`config.mk`:
```
export PLATFORM = sky130hd
export DESIGN_NAME = instr_fetch_unit
export DESIGN_NICKNAME = d
export VERILOG_FILES = /design/src/rtl/instr_fetch_unit.sv
export SDC_FILE = /design/constraint.sdc
export NUM_CORES = 1
export LEC_CHECK = 0
export CAP_MARGIN = 20
export CORE_UTILIZATION = 50
export CTS_CLUSTER_SIZE = 40
export DETAILED_ROUTE_END_ITERATION = 6
export PLACE_DENSITY = 0.72
export SYNTH_ARGS = -nofsm -noshare
export SYNTH_HDL_FRONTEND = slang
export SYNTH_SLANG_ARGS = --single-unit
```
`constraint.sdc`:
```
create_clock -name clk_in -period 5.56 [get_ports clk_in]
set_clock_uncertainty 0.15 [all_clocks]
set_input_delay 0.834 -clock clk_in [delete_from_list [all_inputs] [get_ports clk_in]]
set_output_delay 0.834 -clock clk_in [all_outputs]
set_load 0.05 [all_outputs]
```
`src/rtl/instr_fetch_unit.sv`:
```
// Instruction fetch unit: keeps the fixed-latency program memory busy and queues returned words with their PCs.
// Optional IFU_BYPASS_EN: a return arriving at an empty queue is presented combinationally in the same cycle.
module instr_fetch_unit #(
  parameter logic [31:0] RESET_PC    = 32'h0,
  parameter int          QUEUE_DEPTH = 4,
  parameter int          MEM_LATENCY = 2
) (
  input  logic        clk_in,
  input  logic        rst_n_in,
  input  logic        fetch_en_in,
  output logic [31:0] mem_addr_out,
  output logic        mem_read_request_out,
  input  logic [31:0] mem_instr_in,
  input  logic        mem_data_valid_in,
  input  logic        redirect_in,
  input  logic [31:0] redirect_pc_in,
  output logic [31:0] instr_out,
  output logic [31:0] pc_out,
  output logic        valid_out,
  input  logic        ready_in
);

  localparam int PW = (QUEUE_DEPTH > 1) ? $clog2(QUEUE_DEPTH) : 1;
  localparam int CW = $clog2(QUEUE_DEPTH + 1);
  localparam int SW = CW + 2;

  logic [31:0]   fetch_pc_q, fetch_pc_d;
  logic [31:0]   addr_q, addr_d;
  logic          req_q, req_d;
  logic [CW-1:0] inflight_q, inflight_d;
  logic [CW-1:0] discard_q, discard_d;
  logic [CW-1:0] count_q, count_d;
  logic [PW-1:0] rd_q, rd_d, wr_q, wr_d;
  logic [31:0]   q_instr_q [QUEUE_DEPTH];
  logic [31:0]   q_instr_d [QUEUE_DEPTH];
  logic [31:0]   q_pc_q [QUEUE_DEPTH];
  logic [31:0]   q_pc_d [QUEUE_DEPTH];
  logic [31:0]   pc_sr_q [MEM_LATENCY];
  logic [31:0]   pc_sr_d [MEM_LATENCY];

  logic          ret, keep, push, q_pop, issue;
  logic [SW-1:0] credit;
`ifdef IFU_BYPASS_EN
  logic          bypass;
`endif

  // Returns are only honoured while something is outstanding, so stray strobes after reset are ignored.
  always_comb begin
    ret    = mem_data_valid_in && ((inflight_q != '0) || (discard_q != '0));
    keep   = ret && (discard_q == '0) && !redirect_in;
    q_pop  = ready_in && (count_q != '0);
`ifdef IFU_BYPASS_EN
    bypass = keep && (count_q == '0);
    push   = keep && !(bypass && ready_in);
`else
    push   = keep;
`endif
    credit = SW'(count_q) - SW'(q_pop) + SW'(inflight_q) + SW'(discard_q);
    issue  = fetch_en_in && !redirect_in && (credit < SW'(QUEUE_DEPTH));
  end

  // Consumer handshake: the head word transfers on any rising clk_in where valid_out && ready_in;
  // valid_out never depends on ready_in, and the head stays stable until it transfers or a redirect flushes it.
  always_comb begin
    instr_out = q_instr_q[rd_q];
    pc_out    = q_pc_q[rd_q];
    valid_out = (count_q != '0);
`ifdef IFU_BYPASS_EN
    if (bypass) begin
      instr_out = mem_instr_in;
      pc_out    = pc_sr_q[MEM_LATENCY-1];
      valid_out = 1'b1;
    end
`endif
  end

  assign mem_addr_out         = addr_q;
  assign mem_read_request_out = req_q;

  always_comb begin
    fetch_pc_d = fetch_pc_q;
    addr_d     = addr_q;
    req_d      = issue;
    inflight_d = inflight_q;
    discard_d  = discard_q;
    rd_d       = rd_q;
    wr_d       = wr_q;
    q_instr_d  = q_instr_q;
    q_pc_d     = q_pc_q;
    pc_sr_d[0] = addr_q;
    for (int i = 1; i < MEM_LATENCY; i++) pc_sr_d[i] = pc_sr_q[i-1];

    if (issue) begin
      addr_d     = fetch_pc_q;
      fetch_pc_d = fetch_pc_q + 32'd4;
      inflight_d = inflight_q + CW'(1);
    end
    // Discarded words are always older than live ones, so drain the discard count first.
    if (ret) begin
      if (discard_q != '0) discard_d  = discard_q - CW'(1);
      else                 inflight_d = inflight_d - CW'(1);
    end
    if (push) begin
      q_instr_d[wr_q] = mem_instr_in;
      q_pc_d[wr_q]    = pc_sr_q[MEM_LATENCY-1];
      wr_d            = wr_q + PW'(1);
    end
    if (q_pop) rd_d = rd_q + PW'(1);
    count_d = count_q + CW'(push) - CW'(q_pop);

    // Everything still outstanding after this cycle belongs to the old stream.
    if (redirect_in) begin
      fetch_pc_d = redirect_pc_in & 32'hFFFF_FFFC;
      discard_d  = discard_q + inflight_q - CW'(ret);
      inflight_d = '0;
      count_d    = '0;
      rd_d       = wr_q;
    end
  end

  always_ff @(posedge clk_in or negedge rst_n_in) begin
    if (!rst_n_in) begin
      fetch_pc_q <= RESET_PC;
      addr_q     <= RESET_PC;
      req_q      <= 1'b0;
      inflight_q <= '0;
      discard_q  <= '0;
      count_q    <= '0;
      rd_q       <= '0;
      wr_q       <= '0;
      for (int i = 0; i < QUEUE_DEPTH; i++) begin
        q_instr_q[i] <= '0;
        q_pc_q[i]    <= '0;
      end
      for (int i = 0; i < MEM_LATENCY; i++) pc_sr_q[i] <= '0;
    end else begin
      fetch_pc_q <= fetch_pc_d;
      addr_q     <= addr_d;
      req_q      <= req_d;
      inflight_q <= inflight_d;
      discard_q  <= discard_d;
      count_q    <= count_d;
      rd_q       <= rd_d;
      wr_q       <= wr_d;
      q_instr_q  <= q_instr_d;
      q_pc_q     <= q_pc_d;
      pc_sr_q    <= pc_sr_d;
    end
  end

endmodule
```
==> Word-level counts from Yosys, hierarchy flattened <==
Cells that the tools add are included.
{ "totals": {"regBits": 398, "in_bits": 70, "elab_cells": 77} }
{ "op_classes": {"add_sub_neg": 13, "magnitude_cmp": 4, "muxes": 22, "n_bitwise": 2, "reduce_logical": 18} }
{ "ops": {"columns": ["operator", "count"], "rows": [
  ["bitwise mux 128 bit", 2],
  ["2-to-1 mux 32 bit", 7],
  ["binary-select mux 32 bit (select 2 bit)", 2],
  ["demux 32 bit (select 2 bit)", 1],
  ["adder 32 x 3 -> 32 bit, second input constant", 1],
  ["2-to-1 mux 3 bit", 8],
  ["nonzero test 3 bit", 3],
  ["nonzero test 2 bit", 4],
  ["logical AND 1 bit", 7],
  [">= comparator 3 bit, second input constant", 2],
  ["inverter 2 -> 3 bit", 2],
  ["subtractor 3 x 1 -> 3 bit", 2],
  ["subtractor 3 x 1 -> 3 bit, second input constant", 2],
  ["adder 4 x 4 -> 5 bit", 1],
  ["adder 5 x 3 -> 5 bit", 1],
  ["< comparator 5 x 3 -> 1 bit, second input constant", 1],
  ["adder 2 x 1 -> 2 bit, second input constant", 2],
  ["2-to-1 mux 2 bit", 2],
  ["subtractor 3 x 1 -> 4 bit", 1],
  ["adder 3 x 1 -> 3 bit", 1],
  ["adder 3 x 1 -> 3 bit, second input constant", 1],
  ["adder 3 bit", 1],
  ["zero test 3 bit", 1],
  ["< comparator 3 x 1 -> 1 bit, second input constant", 1],
  ["3 further kinds", 3]
]} }

==> Longest topological paths before layout <==
Gate-level depths: netlist of the first run.
{ "depth": {"word_depth": 12, "depth_mapped": 21, "mapped_depth_nobuf": 20} }

==> Worst setup path after synthesis of the first run <==
Ideal clock, no wire load.
{ "synth_timing": {"kind": "reg-to-reg", "from": "register count_q[1]", "to": "register inflight_q[2]", "t_arrival_ns": 4.715, "required_time_ns": 5.275, "slack_ns": 0.560, "stages_incl_launch_ff": 21, "cell_sequence": "dfrtp_1 -> inv_1 -> nand3_1 -> and2_1 -> ha_1 -> inv_1 -> ha_1 -> fa_1 -> o21a_1 -> fa_1 -> or3b_4 -> a2111oi_4 -> nor2_2 -> inv_1 -> buf_2 -> a21oi_1 -> ha_1 -> nand2_1 -> xnor2_1 -> and3_1 -> nor3_1"} }
{ "synth_between": {"elab_chain_len": 12} }
{ "synth_lines": {"columns": ["element", "line", "source"], "rows": [
  ["start: declaration", "32", "logic [CW-1:0] count_q, count_d;"],
  ["start signal: assignment", "142", "count_q <= count_d;"],
  ["nonzero test 3 bit (*)", null, null],
  ["named net valid_out", "19", "output logic valid_out,"],
  ["logical AND 1 bit (*)", "51", "q_pop = ready_in && (count_q != '0);"],
  ["subtractor 3 x 1 -> 4 bit (*)", "58", "credit = SW'(count_q) - SW'(q_pop) + SW'(inflight_q) + SW'(discard_q);"],
  ["adder 4 x 4 -> 5 bit (*)", "58", null],
  ["adder 5 x 3 -> 5 bit (*)", "58", null],
  ["< comparator 5 x 3 -> 1 bit (*)", "59", "issue = fetch_en_in && !redirect_in && (credit < SW'(QUEUE_DEPTH));"],
  ["logical AND 1 bit (*)", "59", null],
  ["2-to-1 mux 3 bit (*)", "93", "if (issue) begin"],
  ["subtractor 3 x 1 -> 3 bit", "101", "else inflight_d = inflight_d - CW'(1);"],
  ["2-to-1 mux 3 bit", "100", "if (discard_q != '0) discard_d = discard_q - CW'(1);"],
  ["2-to-1 mux 3 bit (*)", "99", "if (ret) begin"],
  ["2-to-1 mux 3 bit (*)", "112", "if (redirect_in) begin"],
  ["named net inflight_d[2]", "30", "logic [CW-1:0] inflight_q, inflight_d;"],
  ["end signal: assignment", "140", "inflight_q <= inflight_d;"],
  ["end: declaration", "30", null]
]} }
Mark *: on every way through the listed nets, which the timed path passes. The rest lies on a longest branch.
A chain may end at the register's enable or synchronous reset.

==> Final worst setup path of the first run <==
{ "layout_timing": {"from": "input ready_in", "to": "register inflight_q[2]"} }
{ "layout_between": {"elab_chain_len": 11} }
{ "layout_lines": {"columns": ["element", "line", "source"], "rows": [
  ["start: declaration", "20", "input logic ready_in"],
  ["logical AND 1 bit (*)", "51", null],
  ["subtractor 3 x 1 -> 4 bit (*)", "58", null],
  ["adder 4 x 4 -> 5 bit (*)", "58", null],
  ["adder 5 x 3 -> 5 bit (*)", "58", null],
  ["< comparator 5 x 3 -> 1 bit (*)", "59", null],
  ["logical AND 1 bit (*)", "59", null],
  ["2-to-1 mux 3 bit (*)", "93", null],
  ["subtractor 3 x 1 -> 3 bit", "101", null],
  ["2-to-1 mux 3 bit", "100", null],
  ["2-to-1 mux 3 bit (*)", "99", null],
  ["2-to-1 mux 3 bit (*)", "112", null],
  ["named net inflight_d[2]", "30", null]
]} }
Marked as above.

==> metrics.csv, run 1 <==
stage,metric,value,unit
status,outcome,"complete, no violations",
setup_path,slowest_delay,510,ps
clock_network,root_buffer,clkbuf_16,
yosys,synth.distinct_cells,51,
setup_path,critPathMaxFanout,4,
global_routing,grt_pass1_wl,54.9,mm
drt,drc,0,
global_routing,antenna_found_initial,0,
power_and_ir_drop,p_seq_share,42.3,%
layout,utilization,61.5,%
drt,vias,9575,
drt,wl_per_cell,19.3,um
die,start_util,51.4,%
setup_path,critPathTopFamily,adder cells,
yosys,synth_edf_count,0,
sta,max_slew_margin,29.4,%
setup_path,crit_chain,"clkdlybuf4s50_1, and2_1, ha_1, inv_1, ha_1, fa_1, o21a_1, fa_1, or3b_4, a2111oi_4, buf_4, nor3_1, a21oi_1, ha_1, nand2_1, xnor2_1, and3_1, nor3_1",
setup_path,cp.required,5770,ps
die,rows,65,
die,dieArea,33600,um2
setup_path,r2r_end,inflight_q[2],
sta,slew_viol_final,0,
job,maxCapViolCount,0,
setup_path,critical_path_class,input port to flip-flop,
layout,area_delta_synth_final,19.7,%
layout,fin_nets,1377,
sta,tightestPinTransition,1060,ps
global_routing,grt_pass1_vias,10200,
setup_path,start_kind,input port,
yosys,ys_seq_area_share,58.2,%
setup_path,cp.buffers_inverters,3,
die,die_h,183,um
drt,wirelength,33.6,mm
drt,viasPerCell,5.49,
placement,placed_area,18300,um2
drt,drt-pass1-iter-count,6,
placement,dpl.hpwl,20.9,mm
placement,io_buffers,161,
clock_network,clock_latency,520,ps
power_and_ir_drop,intPower,5.95,mW
setup_path,cp-end-kind,flip-flop,
power_and_ir_drop,vdd_ir_drop_max,0.484,mV
setup_path,critical_path.most_common_cell,ha_1,
clock_network,cts.sinks,382,
global_routing,track_usage,20.9,%
global_routing,grt.overflow.total,0,
power_and_ir_drop,p_per_area,464,nW/um2
worst_hold_path,min_path_type,input port to asynchronous set/reset pin,
clock_network,post_cts_buffers,0,
yosys,synth_warnings,0,
sta,hold_violations,0,
power_and_ir_drop,clock_power_share,28.7,%
global_routing,grt_max_degree,126,
layout,design_area,19700,um2
clock_network,post_cts_resized,0,
setup_path,critPathArrivalTime,4920,ps
sta,setup_tns,0,ps
layout,final_common_cell,dfrtp_1,
drt,drtIter0Drc,590,
placement,place_congestion,0.796,
drt,final_antenna_net_count,0,
sta,fmaxAchievable,212,MHz
setup_path,reg2regPathDepth,19,
yosys,ys_seq_elements,382,
setup_path,cp_slowest_cell,fa_1,
yosys,synth_flop_cell,dfrtp_1,
power_and_ir_drop,switching_share,34.7,%
clock_network,hold_buffers,0,
die,die_x,183,um
clock_network,cts_tree,yes,
setup_path,timing.rr.start,count_q[1],
clock_network,clk_pin_slew_worst_paths,60,ps
layout,drive_gt1_share,31.4,%
yosys,syn_avg_cell_area,14.3,um2
sta,worst_hold_slack,178,ps
yosys,synth_area,16400,um2
sta,fin_crit_sh,84.7,%
power_and_ir_drop,p_leak,9.43,nW
layout,final_cell_mix,"dfrtp_1, mux2_2, clkdlybuf4s50_1, nand2_1, mux4_2",
sta,finalCriticalPeriod,4710,ps
sta,rsz0062_at_grt,false,
power_and_ir_drop,switching_power,3.16,mW
sta,setup_viol,0,
die,io_pins,168,
die,core_area,32000,um2
clock_network,numCtsBuffers,40,
yosys,postSynth.asyncResetShare,100,%
clock_network,cts_htree_levels,2,
power_and_ir_drop,combPwrFrac,29.0,%
yosys,synthCells,1146,
clock_network,clockBufferDepth,3,
setup_path,r2r_slack,880,ps
[worst max path at each step]
| stage | startpoint | to | slack (ps) | cells past startpoint |
|---|---|---|---|---|
| floorplan | count_q[1] | inflight_q[2] | 560 | 20 |
| global placement | ready_in | inflight_q[2] | 360 | 18 |
| detailed placement | ready_in | inflight_q[2] | 310 | 18 |
| CTS | ready_in | inflight_q[2] | 860 | 18 |
| global route | count_q[1] | inflight_q[2] | 580 | 19 |
| finish | ready_in | inflight_q[2] | 850 | 18 |
[area by class of cell]
cell class | count | area (um2)
repair buffers | 181 | 1810
inverters | 28 | 105
fillers | 2408 | 12300
multi-input cells | 646 | 6310
flip-flops and latches | 382 | 9560
well taps | 435 | 544
diodes | 1 | 2.50
clock buffers | 56 | 1180
clock inverters | 16 | 128
[cells in the mapped netlist, types with 17 or more instances]
library cell	number	share of area, %
mux2_2	249	17
ha_1	23	1.8
nand3_1	17	0.52
clkbuf_1	39	0.89
dfrtp_1	382	58
a21oi_1	18	0.55
o21ai_0	29	0.88
nor2_1	18	0.41
inv_1	28	0.64
buf_4	35	1.6
mux4_2	62	8.5
nand2_1	102	2.3
[through the flow]
stage | setup slack [ps] | cells | power [mW]
after floorplan | 560 | 1149 | 5.72
after global placement | 364 | 1672 | 6.50
after detailed placement | 315 | 1672 | 6.57
after CTS | 859 | 1744 | 9.21
after global routing | 581 | 1744 | 9.59
final | 849 | 1745 | 9.11
[registers in the layout, summed over array words and instances (netlist names)]
name,count
inflight_q,3
pc_sr_d,30
wr_q,2
mem_addr_out,30
discard_q,3
pc_sr_q,30
rd_q,2
mem_read_request_out,1
q_pc_q,120
q_instr_q,128
count_q,3
fetch_pc_q,30
[power groups by stage]
stage	logic (mW)	registers [mW]	clock network, mW
final	2.64	3.86	2.61
after global routing	2.86	3.95	2.79
after CTS	2.67	3.87	2.68
after detailed placement	2.65	3.91	0
after global placement	2.61	3.89	0
after floorplan	2.07	3.65	0
[kinds of logic after synthesis]
logic type	synth area share [%]
muxes	25.7
and+or+nand+nor	5.30
AOI/OAI and AO/OA	4.01
buffers and inverters	3.64
adders and majority gates	2.36
xor gates and xnor gates	0.747
other	0.0228
DFF	58.2
[metal layers]
metal | vias to the layer above | track usage [%] | wire length, um
met5 | - | 0 | 0
met1 | 4955 | 29.4 | 15300
li1 | 4374 | - | -
met2 | 209 | 34.6 | 16500
met4 | 0 | 4.33 | 454
met3 | 37 | 3.22 | 1360
Power figures use the tool's default switching activity.
==> run 2, diff against run 1 <==
- clock period: 5.56 -> 4.4 ns (I/O delays scaled with it)
==> run 2 against run 1 <==
  * Global-route usage grew 0.32 points
  * Non-clock buffer count grew 19
  * Setup slack lost 750 ps
  * Routed wire length grew 1.4%
  * Final area grew 1.1%
  * Final cell count grew 0.69%
  * Register-to-register slack lost 710 ps
  * Power grew 29%
  * Combinational power grew 33%
  * Via count grew 1.3%
  * Clock power grew 30%
  * Sequential power grew 26%
  * Critical path type unchanged
  * Critical endpoint unchanged
  * Largest cell class unchanged
==> metrics.csv, run 2 (same netlist as run 1, synthesis figures left out) <==
stage,metric,value,unit,change
clock_network,clockBufferDepth,3,,unchanged
global_routing,grt.overflow.total,0,,unchanged
global_routing,grt_pass1_wl,55.7,mm,was 54.9 mm
clock_network,cts_htree_levels,2,,unchanged
global_routing,antenna_found_initial,0,,unchanged
drt,drc,0,,unchanged
sta,fin_crit_sh,97.8,%,
die,die_x,183,um,unchanged
die,start_util,51.4,%,unchanged
layout,multi_input_area,6340,um2,was 6310 um2
setup_path,critPathMaxFanout,4,,unchanged
drt,wirelength,34.1,mm,was 33.6 mm
layout,design_area,19900,um2,was 19700 um2
die,dieArea,33600,um2,unchanged
layout,largest_reg_flops,128,,unchanged
die,core_area,32000,um2,unchanged
setup_path,cp-end-kind,flip-flop,,unchanged
layout,top_regs,"q_instr_q (128), q_pc_q (120)",,unchanged
drt,drt-pass1-iter-count,5,,was 6
global_routing,grt_max_degree,109,,was 126
drt,viasPerCell,5.52,,was 5.49
drt,final_antenna_net_count,0,,unchanged
clock_network,cts_tree,yes,,unchanged
sta,max_slew_margin,30.8,%,was 29.4%
status,outcome,"complete, no violations",,unchanged
layout,fin_nets,1397,,was 1377
sta,rsz0062_at_grt,true,,was false
layout,area_delta_synth_final,21.0,%,was 19.7%
worst_hold_path,min_from,pc_sr_d[9],,
setup_path,startpoint,ready_in,,unchanged
clock_network,clock_latency,520,ps,about the same
placement,placed_area,18500,um2,was 18300 um2
layout,seqCellArea,9560,um2,unchanged
power_and_ir_drop,vdd_ir_drop_max,0.512,mV,was 0.484 mV
worst_hold_path,min_path_type,flip-flop to flip-flop,,was input port to asynchronous set/reset pin
layout,fillers,2397,,was 2408
layout,drive_gt1_share,32.7,%,was 31.4%
setup_path,start_kind,input port,,unchanged
setup_path,cp_slowest_cell,fa_1,,unchanged
drt,vias,9701,,was 9575
clock_network,numCtsBuffers,41,,was 40
layout,final_common_cell,dfrtp_1,,unchanged
layout,utilization,62.1,%,was 61.5%
setup_path,timing.rr.start,count_q[2],,was count_q[1]
power_and_ir_drop,p_leak,9.53,nW,was 9.43 nW
setup_path,critPathArrivalTime,4590,ps,was 4920 ps
clock_network,cts.sinks,382,,unchanged
setup_path,crit_chain,"clkdlybuf4s50_1, and2_4, ha_2, inv_2, ha_1, fa_1, o21a_1, fa_1, or3b_4, nor2_1, and4_2, nor2_4, inv_2, xnor2_1, ha_1, nand2_1, xnor2_1, and3_1, nor3_1",,"was clkdlybuf4s50_1, and2_1, ha_1, inv_1, ha_1, fa_1, o21a_1, fa_1, or3b_4, a2111oi_4, buf_4, nor3_1, a21oi_1, ha_1, nand2_1, xnor2_1, and3_1, nor3_1"
drt,drtIter0Drc,455,,was 590
clock_network,clk_pin_slew_worst_paths,60,ps,about the same
setup_path,slowest_delay,510,ps,about the same
sta,finalCriticalPeriod,4300,ps,
sta,hold_violations,0,,unchanged
global_routing,grt_pass1_vias,10200,,about the same
global_routing,track_usage,21.2,%,was 20.9%
job,maxCapViolCount,0,,unchanged
clock_network,root_buffer,clkbuf_16,,unchanged
setup_path,cp.required,4690,ps,was 5770 ps
placement,dpl.hpwl,21.7,mm,was 20.9 mm
placement,io_buffers,161,,unchanged
die,rows,65,,unchanged
sta,fmaxAchievable,232,MHz,
die,io_pins,168,,unchanged
placement,place_congestion,0.834,,was 0.796
drt,wl_per_cell,19.4,um,was 19.3 um
die,die_h,183,um,unchanged
clock_network,post_cts_buffers,0,,unchanged
layout,diodes,0,,was 1
sta,tightestPinTransition,1040,ps,was 1060 ps
layout,largest-register,q_instr_q,,unchanged
layout,final_cell_mix,"dfrtp_1, mux2_2, clkdlybuf4s50_1, nand2_1, mux4_2",,unchanged
sta,slew_viol_final,0,,unchanged
setup_path,critical_path_class,input port to flip-flop,,unchanged
power_and_ir_drop,p_per_area,591,nW/um2,was 464 nW/um2
sta,setup_viol,0,,unchanged
## run 2: worst paths after layout
check / slack [ps] / cells after the start / endpoint
worst min-delay path: 200 / 0 / pc_sr_q[9]
worst max register to register: 170 / 20 / inflight_q[2]
worst max-delay path: 100 / 19 / inflight_q[2]
max in group asynchronous: 2590 / 3 / q_instr_q[107]
worst min register to register: 200 / 0 / pc_sr_q[9]
min in group asynchronous: 520 / 2 / mem_addr_out[14]
## run 2: timing repair
action                                  in CTS  in global routing
hold buffers                                 1                  0
hold endpoints to repair                    59                  0
endpoints found under the setup margin       1                 15
gates cloned                                 0                  0
resized for setup                            0                  3
pin swaps                                    1                  0
## run 2: through the flow
stage	setup TNS (ps)	hold slack, ps	total power, mW	std cells	setup slack, ps
after CTS	0	198	11.9	1757	46.0
after detailed placement	-20490	185	8.42	1690	-604
after floorplan	-17.3	181	7.26	1149	-17.3
final	0	196	11.7	1757	98.2
after global routing	-275	201	12.4	1757	-98.8
after global placement	-17470	181	8.34	1690	-507
## run 2: layer usage
metal	share of wire (%)	track usage (%)	vias up	routed length, um
met1	45	29.8	5053	15500
li1	-	-	4410	-
met3	3.4	3.16	45	1160
met4	1.7	5.13	0	590
met5	0	0	-	0
met2	49	34.9	193	16800
## run 2: where the power goes
part | switching (mW) | internal [mW] | total (mW)
sequential | 0.626 | 4.22 | 4.85
combinational | 2.05 | 1.46 | 3.51
clock | 1.35 | 2.03 | 3.38
## run 2: cell type report
type                    count  area share [%]
multi-input cells         646            31.9
well taps                 435            2.74
repair buffers            200            9.98
flip-flops and latches    382            48.2
inverters                  28           0.529
clock inverters            15           0.857
clock buffers              51            5.82
## run 2: critical path: cells and delay by family
| family | cells | cell delay, ps |
|---|---|---|
| adders and majority gates | 5 | 1600 |
| and+or+nand+nor | 8 | 1310 |
| buffers and inverters | 3 | 610 |
| xor gates and xnor gates | 2 | 280 |
| AOI/OAI and AO/OA | 1 | 140 |
